## config.mk

```make
export PLATFORM = sky130hd
export DESIGN_NAME = ppu_vram_arbiter
export DESIGN_NICKNAME = d
export VERILOG_FILES = /design/src/rtl/ppu_vram_arbiter.sv
export SDC_FILE = /design/constraint.sdc
export NUM_CORES = 1
export LEC_CHECK = 0
export ABC_AREA = 1
export BUFFER_PORTS_ARGS = -buffer_cell sky130_fd_sc_hd__buf_2
export CAP_MARGIN = 40
export CORE_MARGIN = 2
export CORE_UTILIZATION = 53
export CTS_BUF_LIST = sky130_fd_sc_hd__clkbuf_4 sky130_fd_sc_hd__clkbuf_8
export DETAILED_ROUTE_END_ITERATION = 10
export GPL_TIMING_DRIVEN = 0
export PLACE_DENSITY = 0.95
export SYNTH_ARGS = -nofsm -noshare
export SYNTH_HDL_FRONTEND = slang
export SYNTH_SLANG_ARGS = --single-unit
```

## constraint.sdc

```tcl
create_clock -name clk -period 3.25 [get_ports clk]
set_input_delay 0 -clock clk [delete_from_list [all_inputs] [get_ports clk]]
set_output_delay 0 -clock clk [all_outputs]
set_load 0.02 [all_outputs]
```

## src/rtl/ppu_vram_arbiter.sv

```systemverilog
// Shares the single PPU VRAM port between render fetch, palette colour load and the CPU data port.
// One access in flight at a time: IDLE picks a winner, ADDR drives the port, WAIT/DATA return read data.
module ppu_vram_arbiter #(
  parameter int RD_LAT       = 1,
  parameter int CPU_MAX_WAIT = 16
) (
  input  logic        clk,
  input  logic        rst,
  input  logic        frame_active,
  input  logic        rnd_req,
  input  logic [15:0] rnd_addr,
  output logic        rnd_gnt,
  output logic        rnd_done,
  input  logic        col_req,
  input  logic [15:0] col_addr,
  output logic        col_gnt,
  output logic        col_done,
  input  logic        cpu_req,
  input  logic        cpu_we,
  input  logic [15:0] cpu_addr,
  input  logic [7:0]  cpu_wdata,
  output logic        cpu_gnt,
  output logic        cpu_done,
  output logic [7:0]  rd_data,
  output logic [15:0] vram_addr,
  output logic        vram_we,
  output logic [7:0]  vram_wdata,
  input  logic [7:0]  vram_data_in,
  output logic        busy
);

  typedef enum logic [1:0] {IDLE, ADDR, WAIT, DATA} state_t;

  localparam logic [1:0] OWN_RND  = 2'd0;
  localparam logic [1:0] OWN_COL  = 2'd1;
  localparam logic [1:0] OWN_CPU  = 2'd2;
  localparam logic [7:0] MAX_WAIT = 8'(CPU_MAX_WAIT);
  localparam logic [1:0] LAT_LAST = 2'((RD_LAT > 1) ? (RD_LAT - 2) : 0);

  state_t      state, state_nxt;
  logic [1:0]  owner;
  logic        owner_we;
  logic [1:0]  lat_cnt;
  logic [7:0]  wait_cnt;
  logic        cpu_first;
  logic        pick_vld;
  logic [1:0]  pick;
  logic [15:0] pick_addr;

  // Winner selection; only consumed while IDLE
  always_comb begin
    cpu_first = !frame_active || (wait_cnt >= MAX_WAIT);
    pick_vld  = rnd_req || col_req || cpu_req;
    pick      = OWN_RND;
    if (cpu_first) begin
      if (cpu_req)      pick = OWN_CPU;
      else if (rnd_req) pick = OWN_RND;
      else if (col_req) pick = OWN_COL;
    end else begin
      if (rnd_req)      pick = OWN_RND;
      else if (col_req) pick = OWN_COL;
      else if (cpu_req) pick = OWN_CPU;
    end
    case (pick)
      OWN_COL: pick_addr = col_addr;
      OWN_CPU: pick_addr = cpu_addr;
      default: pick_addr = rnd_addr;
    endcase
  end

  always_ff @(posedge clk) begin
    if (rst) state <= IDLE;
    else     state <= state_nxt;
  end

  always_comb begin
    state_nxt = state;
    case (state)
      IDLE:    if (pick_vld) state_nxt = ADDR;
      ADDR:    state_nxt = (RD_LAT == 1) ? DATA : WAIT;
      WAIT:    if (lat_cnt == LAT_LAST) state_nxt = DATA;
      DATA:    state_nxt = IDLE;
      default: state_nxt = IDLE;
    endcase
  end

  // Access registers: address/strobe capture on grant, read capture on entry to DATA
  always_ff @(posedge clk) begin
    if (rst) begin
      owner      <= OWN_RND;
      owner_we   <= 1'b0;
      lat_cnt    <= 2'd0;
      vram_addr  <= 16'd0;
      vram_wdata <= 8'd0;
      rd_data    <= 8'd0;
    end else begin
      if (state == IDLE && pick_vld) begin
        owner     <= pick;
        owner_we  <= (pick == OWN_CPU) && cpu_we;
        vram_addr <= pick_addr;
        if (pick == OWN_CPU) vram_wdata <= cpu_wdata;
      end
      if (state == ADDR)      lat_cnt <= 2'd0;
      else if (state == WAIT) lat_cnt <= lat_cnt + 2'd1;
      if ((state == ADDR || state == WAIT) && state_nxt == DATA && !owner_we)
        rd_data <= vram_data_in;
    end
  end

  // CPU starvation counter, saturating
  always_ff @(posedge clk) begin
    if (rst || !cpu_req || cpu_gnt) wait_cnt <= 8'd0;
    else if (wait_cnt != 8'hFF)     wait_cnt <= wait_cnt + 8'd1;
  end

  always_comb begin
    rnd_gnt  = (state == ADDR) && (owner == OWN_RND);
    col_gnt  = (state == ADDR) && (owner == OWN_COL);
    cpu_gnt  = (state == ADDR) && (owner == OWN_CPU);
    rnd_done = (state == DATA) && (owner == OWN_RND);
    col_done = (state == DATA) && (owner == OWN_COL);
    cpu_done = (state == DATA) && (owner == OWN_CPU);
    vram_we  = (state == ADDR) && owner_we;
    busy     = (state != IDLE);
  end

endmodule

```

* Word-level counts from Yosys, hierarchy flattened *
Index checks and enable logic that the tools add are counted.

word-level totals
  word-level logic and storage cells = 57
  input port bits = 71
  output and inout port bits = 40
  register bits = 47

cells by class
  $add $sub $neg = 2
  reduce and logical (&&, ||, !) cells = 26
  magnitude comparators = 1
  multiplexer cells = 11
  equality and inequality tests = 9

operator list
  kind                   number
  $pmux W16 S2           1
  $mux W2                7
  $logic_and A1 B1 Y1    11
  $eq A2 B2 Y1 const B   5
  $add A8 B1 Y8 const B  1
  $ge A8 B5 Y1 const B   1
  $ne A8 B8 Y1 const B   1
  $pmux W2 S4            1
  $eq A2 B1 Y1 const B   3
  $logic_not A2 Y1       3
  $logic_or A1 B1 Y1     6
  $logic_not A1 Y1       3
  $add A2 B1 Y2 const B  1
  $mux W1                2
  $reduce_and A2 Y1      1
  $reduce_bool A2 Y1     1
  $reduce_or A2 Y1       1

* Depth between registers and ports, before layout *
Gate-level depths: netlist of run 1.

  depth after elaboration = 7
  depth in mapped cells = 11
  mapped depth without buffers = 9

* Worst setup path before layout of run 1 *
OpenSTA, ideal clock, no wires.

  path type = reg2reg
  start = register wait_cnt[6]
  end = register vram_addr[12]
  buffers on the path = 2
  stages on the path, launching flop included = 12
  required time = 3180 ps
  arrival time = 1508 ps
  slack = 1672 ps
  cell sequence = dfxtp_1 nor2_1 nand3_1 nand2_1 nand3_1 inv_1 ha_1 clkbuf_2 buf_2 nand2_1 a21o_2 a21oi_1

on the way
  word-level cells in the longest chain between the ends = 5
  elaborated cells between the ends (all ways) = 6
  classes of those cells = 1 x order compare; 2 x eq/ne; 2 x mux; 1 x reduce/logical

ends and longest elaborated chain
  element                                              RTL line  RTL
  start: declaration                                   44        logic [7:0] wait_cnt;
  start signal: assignment                             113       else if (wait_cnt != 8'hFF) wait_cnt <= wait_cnt + 8'd1;
  $ge A8 B5 Y1 (*)                                     52        cpu_first = !frame_active || (wait_cnt >= MAX_WAIT);
  $logic_or A1 B1 Y1 (*)                               52
  $mux W2 (*)                                          55        if (cpu_first) begin
  named net pick[0]                                    47        logic [1:0] pick;
  $eq A2 B2 Y1 / $eq A2 B1 Y1 (equally long branches)  64        case (pick)
  $pmux W16 S2 (*)                                     64
  end signal: assignment                               100       vram_addr <= pick_addr;
  end: declaration                                     25        output logic [15:0] vram_addr,

The timed path passes the listed nets; every way through them passes the cells marked *.
A chain may end at the register's enable or synchronous reset.

* Worst setup path after layout of run 1 *
  start = register wait_cnt[6]
  end = register owner_we

on the way
  word-level cells in the longest chain between the ends = 5

ends and longest elaborated chain
  element                 RTL line  RTL
  $ge A8 B5 Y1            52
  $logic_or A1 B1 Y1      52
  $mux W2                 55
  $eq A2 B2 Y1            99        owner_we <= (pick == OWN_CPU) && cpu_we;
  $logic_and A1 B1 Y1     99
  end signal: assignment  99
  end: declaration        42        logic owner_we;

Every way passes these cells.

==> impl_metrics.yaml, run 1 <==
status:
  status: "completed"
global_route:
  grt_max_degree: 15
  grt_overflow: 0
  globalRouteTotalUtil: 0.287
  grt_pass1_wl_um: 11800
  first_global_vias: 2700
  antenna_found_initial: 0
critical_path:
  crit_end: "owner_we"
  required_ns: 3.50
  worst-r2r-cell-count: 11
  cp_cell_sequence: "nor2_1 -> nand3_1 -> nand2_1 -> nand3_1 -> ha_1 -> buf_4 -> inv_1 -> nor2_2 -> nand2_1 -> a21oi_2 -> dlygate4sd3_1"
  crit_type: "register to register"
  cpLargestDelayFamily: "simple AND/OR/NAND/NOR gates"
  cp_num_buf_inv: 3
  critPathLaunchType: "register"
  r2r_setup_slack_ns: 0.93
  crit_slowest_cell: "dlygate4sd3_1"
  reg2reg_from: "wait_cnt[6]"
  slowest_delay_ns: 0.54
  arrival_ns: 2.58
  startpoint: "wait_cnt[6]"
  cp-end-kind: "register"
  worst-path-stages: 11
  crit_path_max_fanout: 9
  r2r_end: "owner_we"
cells_and_area:
  fill_cells: 334
  post-route-util: 0.753
  fin_nets: 581
  layout-drive-gt1-share: 0.294
  area_delta_synth_final_pct: 39.0
  stdcell_area_um2: 3510
  stdcell_count: 554
  num_antenna_cells: 0
placement:
  gp_congestion: 0.848
  placedCellCount: 521
  placed_area_um2: 3140
  dp_hpwl_um: 4960
  io_buffers: 110
synth:
  synth_edf_count: 0
  synth.net_count: 438
  ys_ff_latch: 47
  synth_cells: 357
  ys_seq_area_frac: 0.373
  synth_top_area_share: 0.373
  synth.most_common_cell: "nand2_1"
  synth.distinct_cells: 33
  avgSynthCellArea_um2: 7.07
  synth_warnings: 0
  synth_common_cells: "70 x nand2_1, 55 x inv_1, 47 x dfxtp_1"
  synth_area_um2: 2520
  async_reset_ff_frac: 0
  synth.area.top_cells: "dfxtp_1 37%, nand2_1 10%, inv_1 8.2%"
  synth_top_cell_by_area: "dfxtp_1"
  synthFlopType: "dfxtp_1"
sta:
  rsz0062_at_grt: "no"
  setup_violations: 0
  fmax_ghz: 0.430
  holdWs_ns: 0.0286
  min_period_ns: 2.32
  finalSetupTns_ns: 0
  final_hold_viol_count: 0
  tightest_slew_ns: 0.413
  fin_crit_sh: 0.715
  slew_violations: 0
  fin_skew_ns: 0.00794
  slew_headroom: 0.725
detailed_routing:
  drtPass1Iterations: 5
  drt.antenna.violating_nets: 0
  drtIter0Drc: 186
  drc: 0
  routed_wl_um: 7830
  vias: 2969
  post_drt_wl_per_cell_um: 14.1
  vias_per_cell: 5.36
clock_network:
  clkSinkCount: 47
  path_clk_slew_ns: 0.09
  cts_root_buf: "clkbuf_8"
  numCtsBuffers: 5
  htreeDepth: 2
  ctsLongestPathBuffers: 2
  cts_tree: "done"
  post_cts_buffers: 0
  clock_latency_ns: 0.30
floorplanning:
  die_x_um: 73.0
  die_h_um: 73.0
  initial_core_util: 0.541
  dieArea_um2: 5330
  ios: 111
  core-area_um2: 4660
  row_count: 25
power_and_ir_drop:
  power.density_nw_per_um2: 692
  total_leakage_power_nw: 1.84
  ir_drop_mv: 0.523
flow_run:
  maxCapViolations: 0
worst_hold_path:
  worst_hold_path_type: "input pin to register"
==> kinds of logic (layout without fill, tap and decap cells) <==
| family | Yosys count | in the layout | synth area share |
|---|---|---|---|
| simple gates | 143 | 143 | 0.251 |
| xor+xnor | 1 | 1 | 0.00347 |
| buf+inv | 70 | 213 | 0.129 |
| fa+ha+maj | 10 | 10 | 0.0496 |
| compound gates | 86 | 86 | 0.193 |
| flops | 47 | 47 | 0.373 |
==> state kept, by name, indices dropped and copies added (netlist names) <==
register and cells:
owner_we 1, owner 2, state 2, wait_cnt 8, rd_data 8, vram_addr 16
vram_wdata 8, lat_cnt 2
==> how the worst min path moves through the flow <==
stage                     from       endpoint  slack [ns]  cells past startpoint
2_1_floorplan              rst       owner_we        0.06                      1
3_3_place_gp      cpu_wdata[0]  vram_wdata[0]        0.22                      3
3_5_place_dp               rst       owner_we        0.22                      2
4_1_cts        vram_data_in[6]     rd_data[6]        0.02                      5
5_1_grt            col_addr[6]   vram_addr[6]        0.04                      4
6_report       vram_data_in[6]     rd_data[6]        0.03                      5
==> what timing repair did <==
action	4_1_cts	5_1_grt
gates resized for setup	0	0
hold buffers	26	0
hold endpoints to repair	27	0
==> per-layer routing <==
metal,vias up,global-route usage,part of all wire
li1,1422,-,-
met1,1353,0.326,0.39
met2,170,0.502,0.49
met3,24,0.0691,0.084
met4,0,0.138,0.032
met5,-,0,0
==> metrics by stage <==
| stage | worst slack, ns | power, mW |
|---|---|---|
| 2_1_floorplan | 1.67 | 1.61 |
| 3_3_place_gp | 1.43 | 1.91 |
| 3_5_place_dp | 1.36 | 1.95 |
| 4_1_cts | 0.986 | 2.41 |
| 5_1_grt | 0.754 | 2.58 |
| 6_report | 0.927 | 2.43 |
==> tightest hold or removal path: cells and delay by family <==
family	cells	cell delay, ns
buffers and inverters	2	0.11
and+or+nand+nor	3	0.19
==> placed cells by master (no fill, tap or decap), drive strengths merged <==
master	synthesis	layout
clkbuf	6	11
nand3b	1	1
a21oi	38	38
nand2	73	73
nor2	42	42
nand3	10	10
nor3b	1	1
clkinvlp	0	1
a31oi	2	2
bufinv	0	1
buf	7	117
nor3	5	5
nand4	11	11
o21ai	30	30
a21o	16	16
inv	57	57
dlygate4sd3	0	26
xnor2	1	1
dfxtp	47	47
ha	10	10
==> power by group <==
| group | internal, mW | switching, mW |
|---|---|---|
| sequential | 0.728 | 0.0919 |
| combinational | 0.425 | 0.755 |
| clock | 0.225 | 0.204 |
| total | 1.38 | 1.05 |
==> cell type report <==
type,count,area [µm²],area share
Clock inverter,2,37.5,0.0107
Inverter,57,214,0.0610
Timing Repair Buffer,136,811,0.231
Sequential cell,47,941,0.268
Buffer,13,113,0.0321
Tap cell,54,67.6,0.0193
Multi-Input combinational cell,240,1260,0.358
Clock buffer,5,68.8,0.0196
(Power assumes the default switching activity.)
==> inputs of run 2 (changes only) <==
--- a/config.mk
+++ b/config.mk
@@ -9,11 +9,11 @@
 export BUFFER_PORTS_ARGS = -buffer_cell sky130_fd_sc_hd__buf_2
 export CAP_MARGIN = 40
 export CORE_MARGIN = 2
-export CORE_UTILIZATION = 53
+export CORE_UTILIZATION = 44
 export CTS_BUF_LIST = sky130_fd_sc_hd__clkbuf_4 sky130_fd_sc_hd__clkbuf_8
 export DETAILED_ROUTE_END_ITERATION = 10
 export GPL_TIMING_DRIVEN = 0
-export PLACE_DENSITY = 0.95
+export PLACE_DENSITY = 0.86
 export SYNTH_ARGS = -nofsm -noshare
 export SYNTH_HDL_FRONTEND = slang
 export SYNTH_SLANG_ARGS = --single-unit
==> constraint.sdc (replaced) <==
create_clock -name clk -period 2 [get_ports clk]
set_input_delay 0 -clock clk [delete_from_list [all_inputs] [get_ports clk]]
set_output_delay 0 -clock clk [all_outputs]
set_load 0.02 [all_outputs]
==> run 2 against run 1 <==
  * Global-route usage shrank 5.8 points
  * Sequential cell count unchanged
  * First-iteration DRC count fell by 39%
  * Register-to-register slack worse by 0.72 ns
  * Critical endpoint is now vram_addr[11]
  * Die area increased by 19%
  * Clock-buffer cell count rose by 3
==> impl_metrics.yaml, run 2 (synthesis gave the netlist of run 1 again) <==
sta:
  fin_skew_ns: 0.00786
  slew_violations: 0
  setup_violations: 0
  setup_slack_ns: 0.207
  fmax_ghz: 0.558
  final_hold_viol_count: 0
  fin_crit_sh: 0.897
  tightest_slew_ns: 0.398
  slew_headroom: 0.735
  min_period_ns: 1.79
  finalSetupTns_ns: 0
  rsz0062_at_grt: "no"
cells_and_area:
  multiInputGateArea_um2: 1270
  final_common_cell: "buf_2"
  seq_area_um2: 942
  regMostFlops: "vram_addr"
  layout_common_cells: "111 x buf_2, 69 x nand2_1, 55 x inv_1, 46 x dfxtp_1, 38 x nor2_1"
  stdcell_area_um2: 3510
  fill_cells: 478
  area_delta_synth_final_pct: 39.2
  layout-drive-gt1-share: 0.304
  stdcell_count: 570
  fin_nets: 577
  largest_reg_flops: 16
  post-route-util: 0.638
clock_network:
  cts_tree: "done"
  cts_root_buf: "clkbuf_8"
  numCtsBuffers: 5
  path_clk_slew_ns: 0.08
  ctsLongestPathBuffers: 2
  clkSinkCount: 47
  htreeDepth: 2
  clock_latency_ns: 0.30
placement:
  gp_congestion: 0.832
  io_buffers: 110
  preCtsSetupSlack_ns: 0.0863
  placed_area_um2: 3160
  dp_hpwl_um: 4990
  placedCellCount: 539
power_and_ir_drop:
  power.density_nw_per_um2: 1100
  p_int_mw: 2.20
  p_seq_frac: 0.346
  p_sw_frac: 0.431
  ir_drop_mv: 0.564
  p_clk_frac: 0.166
  p_switching_mw: 1.67
  total_leakage_power_nw: 1.83
  comb_power_share: 0.488
critical_path:
  cp_num_buf_inv: 2
  crit_slowest_cell: "dfxtp_1"
  cp_cell_sequence: "nor2_1 -> nand3_1 -> nand2_1 -> nand2_1 -> ha_1 -> buf_4 -> clkbuf_4 -> nand2_1 -> a21o_2 -> a21oi_1"
  crit_path_max_fanout: 10
  cpLargestDelayFamily: "simple AND/OR/NAND/NOR gates"
  cp-end-kind: "register"
  slowest_delay_ns: 0.40
  critPathLaunchType: "register"
  crit_type: "register to register"
  crit_top_cell: "nand2_1"
  arrival_ns: 2.02
  required_ns: 2.22
detailed_routing:
  vias: 2859
  drc: 0
  vias_per_cell: 5.02
  routed_wl_um: 7230
  post_drt_wl_per_cell_um: 12.7
  drtIter0Drc: 114
  drt.antenna.violating_nets: 0
  drtPass1Iterations: 4
status:
  status: "completed"
floorplanning:
  row_count: 27
  dieArea_um2: 6360
  initial_core_util: 0.458
  core-area_um2: 5510
  ios: 111
  die_h_um: 79.7
  die_x_um: 79.7
global_route:
  grt_pass1_wl_um: 11700
  globalRouteTotalUtil: 0.230
  grt_overflow: 0
  first_global_vias: 2742
  antenna_found_initial: 0
  grt_max_degree: 14
worst_hold_path:
  worst_hold_path_type: "input pin to register"
flow_run:
  maxCapViolations: 0
==> run 2: worst min-delay path, cell delays in order <==
cell and delay (ns):
buf_2 0.08, a21oi_1 0.06, a21oi_1 0.13
==> run 2: per-stage QoR <==
| step | total power, mW | hold WS [ns] |
|---|---|---|
| global placement | 3.12 | 0.222 |
| finish | 3.87 | 0.0172 |
| floorplan | 2.62 | 0.0624 |
| CTS | 3.85 | 0.00483 |
| global route | 4.14 | 0.0126 |
| detailed placement | 3.17 | 0.229 |
==> run 2: worst paths after layout <==
kind,cells after the start,slack [ns],from,end
min reg2reg,4,0.51,rd_data[4],rd_data[4]
min,3,0.02,rnd_addr[0],vram_addr[0]
max reg2reg,10,0.21,wait_cnt[7],vram_addr[11]
max,10,0.21,wait_cnt[7],vram_addr[11]
==> run 2: per-layer routing <==
metal | vias up | wire (µm) | global-route usage
li1 | 1415 | - | -
met1 | 1276 | 2960 | 0.265
met2 | 138 | 3540 | 0.408
met3 | 30 | 467 | 0.0396
met4 | 0 | 262 | 0.110
met5 | - | 0 | 0
==> run 2: area by class of cell <==
cell class / instances / share of cell area
clock buffers: 8 / 0.0296
diodes: 1 / 0.000712
plain buffers: 13 / 0.0345
repair buffers: 132 / 0.219
multi-input cells: 240 / 0.361
flip-flops and latches: 47 / 0.268
inverters: 57 / 0.0609
well taps: 72 / 0.0256
==> run 2: power by group through the flow <==
stage / combinational, mW / clock, mW / sequential [mW]
3_5_place_dp: 1.82 / 0 / 1.34
2_1_floorplan: 1.05 / 0 / 1.57
5_1_grt: 2.09 / 0.692 / 1.36
6_report: 1.89 / 0.641 / 1.34
3_3_place_gp: 1.78 / 0 / 1.34
4_1_cts: 1.86 / 0.655 / 1.33
==> run 2: timing repair <==
item | 4_1_cts | 5_1_grt
endpoints found under the hold margin | 23 | 0
hold buffers | 22 | 0
setup endpoints to repair | 0 | 20
setup buffers | 0 | 0
gates resized for setup | 0 | 9
==> inputs of run 3 (changes only) <==
--- a/config.mk
+++ b/config.mk
@@ -8,6 +8,7 @@
 export ABC_AREA = 1
 export BUFFER_PORTS_ARGS = -buffer_cell sky130_fd_sc_hd__buf_2
 export CAP_MARGIN = 40
+export CORE_ASPECT_RATIO = 1.4
 export CORE_MARGIN = 2
 export CORE_UTILIZATION = 44
 export CTS_BUF_LIST = sky130_fd_sc_hd__clkbuf_4 sky130_fd_sc_hd__clkbuf_8
==> run 3 against run 2 <==
  * Final cell count is 0.88% lower
  * Global-route usage is 0.14 points higher
  * Register-to-register slack worse by 0.03 ns
  * Sequential power about the same
  * Routed wire length shrank 1.7%
  * Clock-buffer cell count down 3
==> impl_metrics.yaml, run 3 (synthesis gave the netlist of run 1 again) <==
status:
  status: "completed"
power_and_ir_drop:
  ir_drop_mv: 0.555
  power.density_nw_per_um2: 1090
  total_leakage_power_nw: 1.82
placement:
  placed_area_um2: 3160
  gp_congestion: 0.747
  dp_hpwl_um: 5090
  io_buffers: 110
  placedCellCount: 535
floorplanning:
  dieArea_um2: 6370
  initial_core_util: 0.457
  row_count: 32
  die_h_um: 93.6
  die_x_um: 68.0
  ios: 111
  core-area_um2: 5530
sta:
  slew_violations: 0
  finalSetupTns_ns: 0
  setup_violations: 0
  rsz0062_at_grt: "no"
  fin_crit_sh: 0.910
  fmax_ghz: 0.550
  tightest_slew_ns: 0.411
  final_hold_viol_count: 0
  slew_headroom: 0.726
  min_period_ns: 1.82
  fin_skew_ns: 0.00883
detailed_routing:
  vias: 2787
  routed_wl_um: 7110
  drt.antenna.violating_nets: 0
  drtPass1Iterations: 4
  drc: 0
  vias_per_cell: 4.93
  drtIter0Drc: 172
  post_drt_wl_per_cell_um: 12.6
global_route:
  antenna_found_initial: 0
  grt_pass1_wl_um: 11500
  globalRouteTotalUtil: 0.231
  grt_max_degree: 17
  first_global_vias: 2716
  grt_overflow: 0
cells_and_area:
  layout_common_cells: "111 x buf_2, 69 x nand2_1, 55 x inv_1, 47 x dfxtp_1, 38 x nor2_1"
  fill_cells: 509
  largest_reg_flops: 16
  fin_nets: 577
  layout-drive-gt1-share: 0.300
  regMostFlops: "vram_addr"
  stdcell_count: 565
  stdcell_area_um2: 3480
  final_common_cell: "buf_2"
  num_antenna_cells: 0
  area_delta_synth_final_pct: 38.1
critical_path:
  cp_num_buf_inv: 2
  cp-end-kind: "register"
  required_ns: 2.24
  slowest_delay_ns: 0.42
  cp_cell_sequence: "nor2_1 -> nand3_1 -> nand2_1 -> nand3_1 -> ha_1 -> buf_4 -> buf_2 -> nand2_1 -> a21o_2 -> a21oi_1"
  critPathLaunchType: "register"
  startpoint: "wait_cnt[6]"
  cpLargestDelayFamily: "simple AND/OR/NAND/NOR gates"
  arrival_ns: 2.06
  crit_path_max_fanout: 10
  crit_slowest_cell: "dfxtp_1"
  crit_type: "register to register"
  reg2reg_from: "wait_cnt[6]"
clock_network:
  clkSinkCount: 47
  cts_tree: "done"
  htreeDepth: 2
  clock_latency_ns: 0.30
  path_clk_slew_ns: 0.09
  cts_root_buf: "clkbuf_8"
  ctsLongestPathBuffers: 2
  numCtsBuffers: 5
flow_run:
  maxCapViolations: 0
worst_hold_path:
  worst_hold_path_type: "input pin to register"
  worstHoldStart: "rnd_addr[3]"
## run 3: power breakdown
group	internal, mW	switching [mW]	total (mW)
clock	0.251	0.351	0.602
combinational	0.687	1.19	1.87
sequential	1.18	0.146	1.33
## run 3: timing repair
action                                  4_1_cts  5_1_grt
endpoints found under the hold margin        23        0
setup buffers                                 0        0
endpoints found under the setup margin        0       18
hold buffers                                 22        0
gates resized for setup                       0        6
## run 3: metal layers
layer	vias up	routed length (µm)	GRT usage
met1	1248	2750	0.250
met4	0	116	0.0817
li1	1414	-	-
met3	14	444	0.0517
met5	-	0	0
met2	111	3790	0.423
## run 3: worst paths after layout
path,to,slack [ns],depth (start not counted)
hold reg to reg,rd_data[3],0.51,4
setup / recovery,vram_addr[7],0.18,10
setup reg to reg,vram_addr[7],0.18,10
hold / removal,vram_addr[3],0.01,3
## run 3: final cells by class
type                       count  area (µm²)  area share
multi-input combinational    240        1260       0.361
tap                           68        85.1      0.0244
inverter                      57         214      0.0614
clock buffer                   5        68.8      0.0197
timing repair buffer         132         771       0.221
sequential                    47         941       0.270
clock inverter                 3        25.0     0.00718
buffer                        13         121      0.0348
## run 3: per-stage QoR
step	utilization	total power [mW]	hold slack, ns	worst slack (ns)
after floorplan	-	2.62	0.0624	0.422
after global placement	0.572	3.12	0.223	0.176
after detailed placement	0.572	3.18	0.229	0.121
after CTS	0.629	3.82	0.00162	0.0958
after global routing	0.631	4.11	0.0132	0.0134
final	0.631	3.80	0.0115	0.181
## run 3: worst register-to-register path: stages (launching register included)
cell and delay (ns):
dfxtp_1 0.42, nor2_1 0.07, nand3_1 0.09, nand2_1 0.07, nand3_1 0.12, ha_1 0.17
buf_4 0.16, buf_2 0.23, nand2_1 0.10, a21o_2 0.22, a21oi_1 0.11
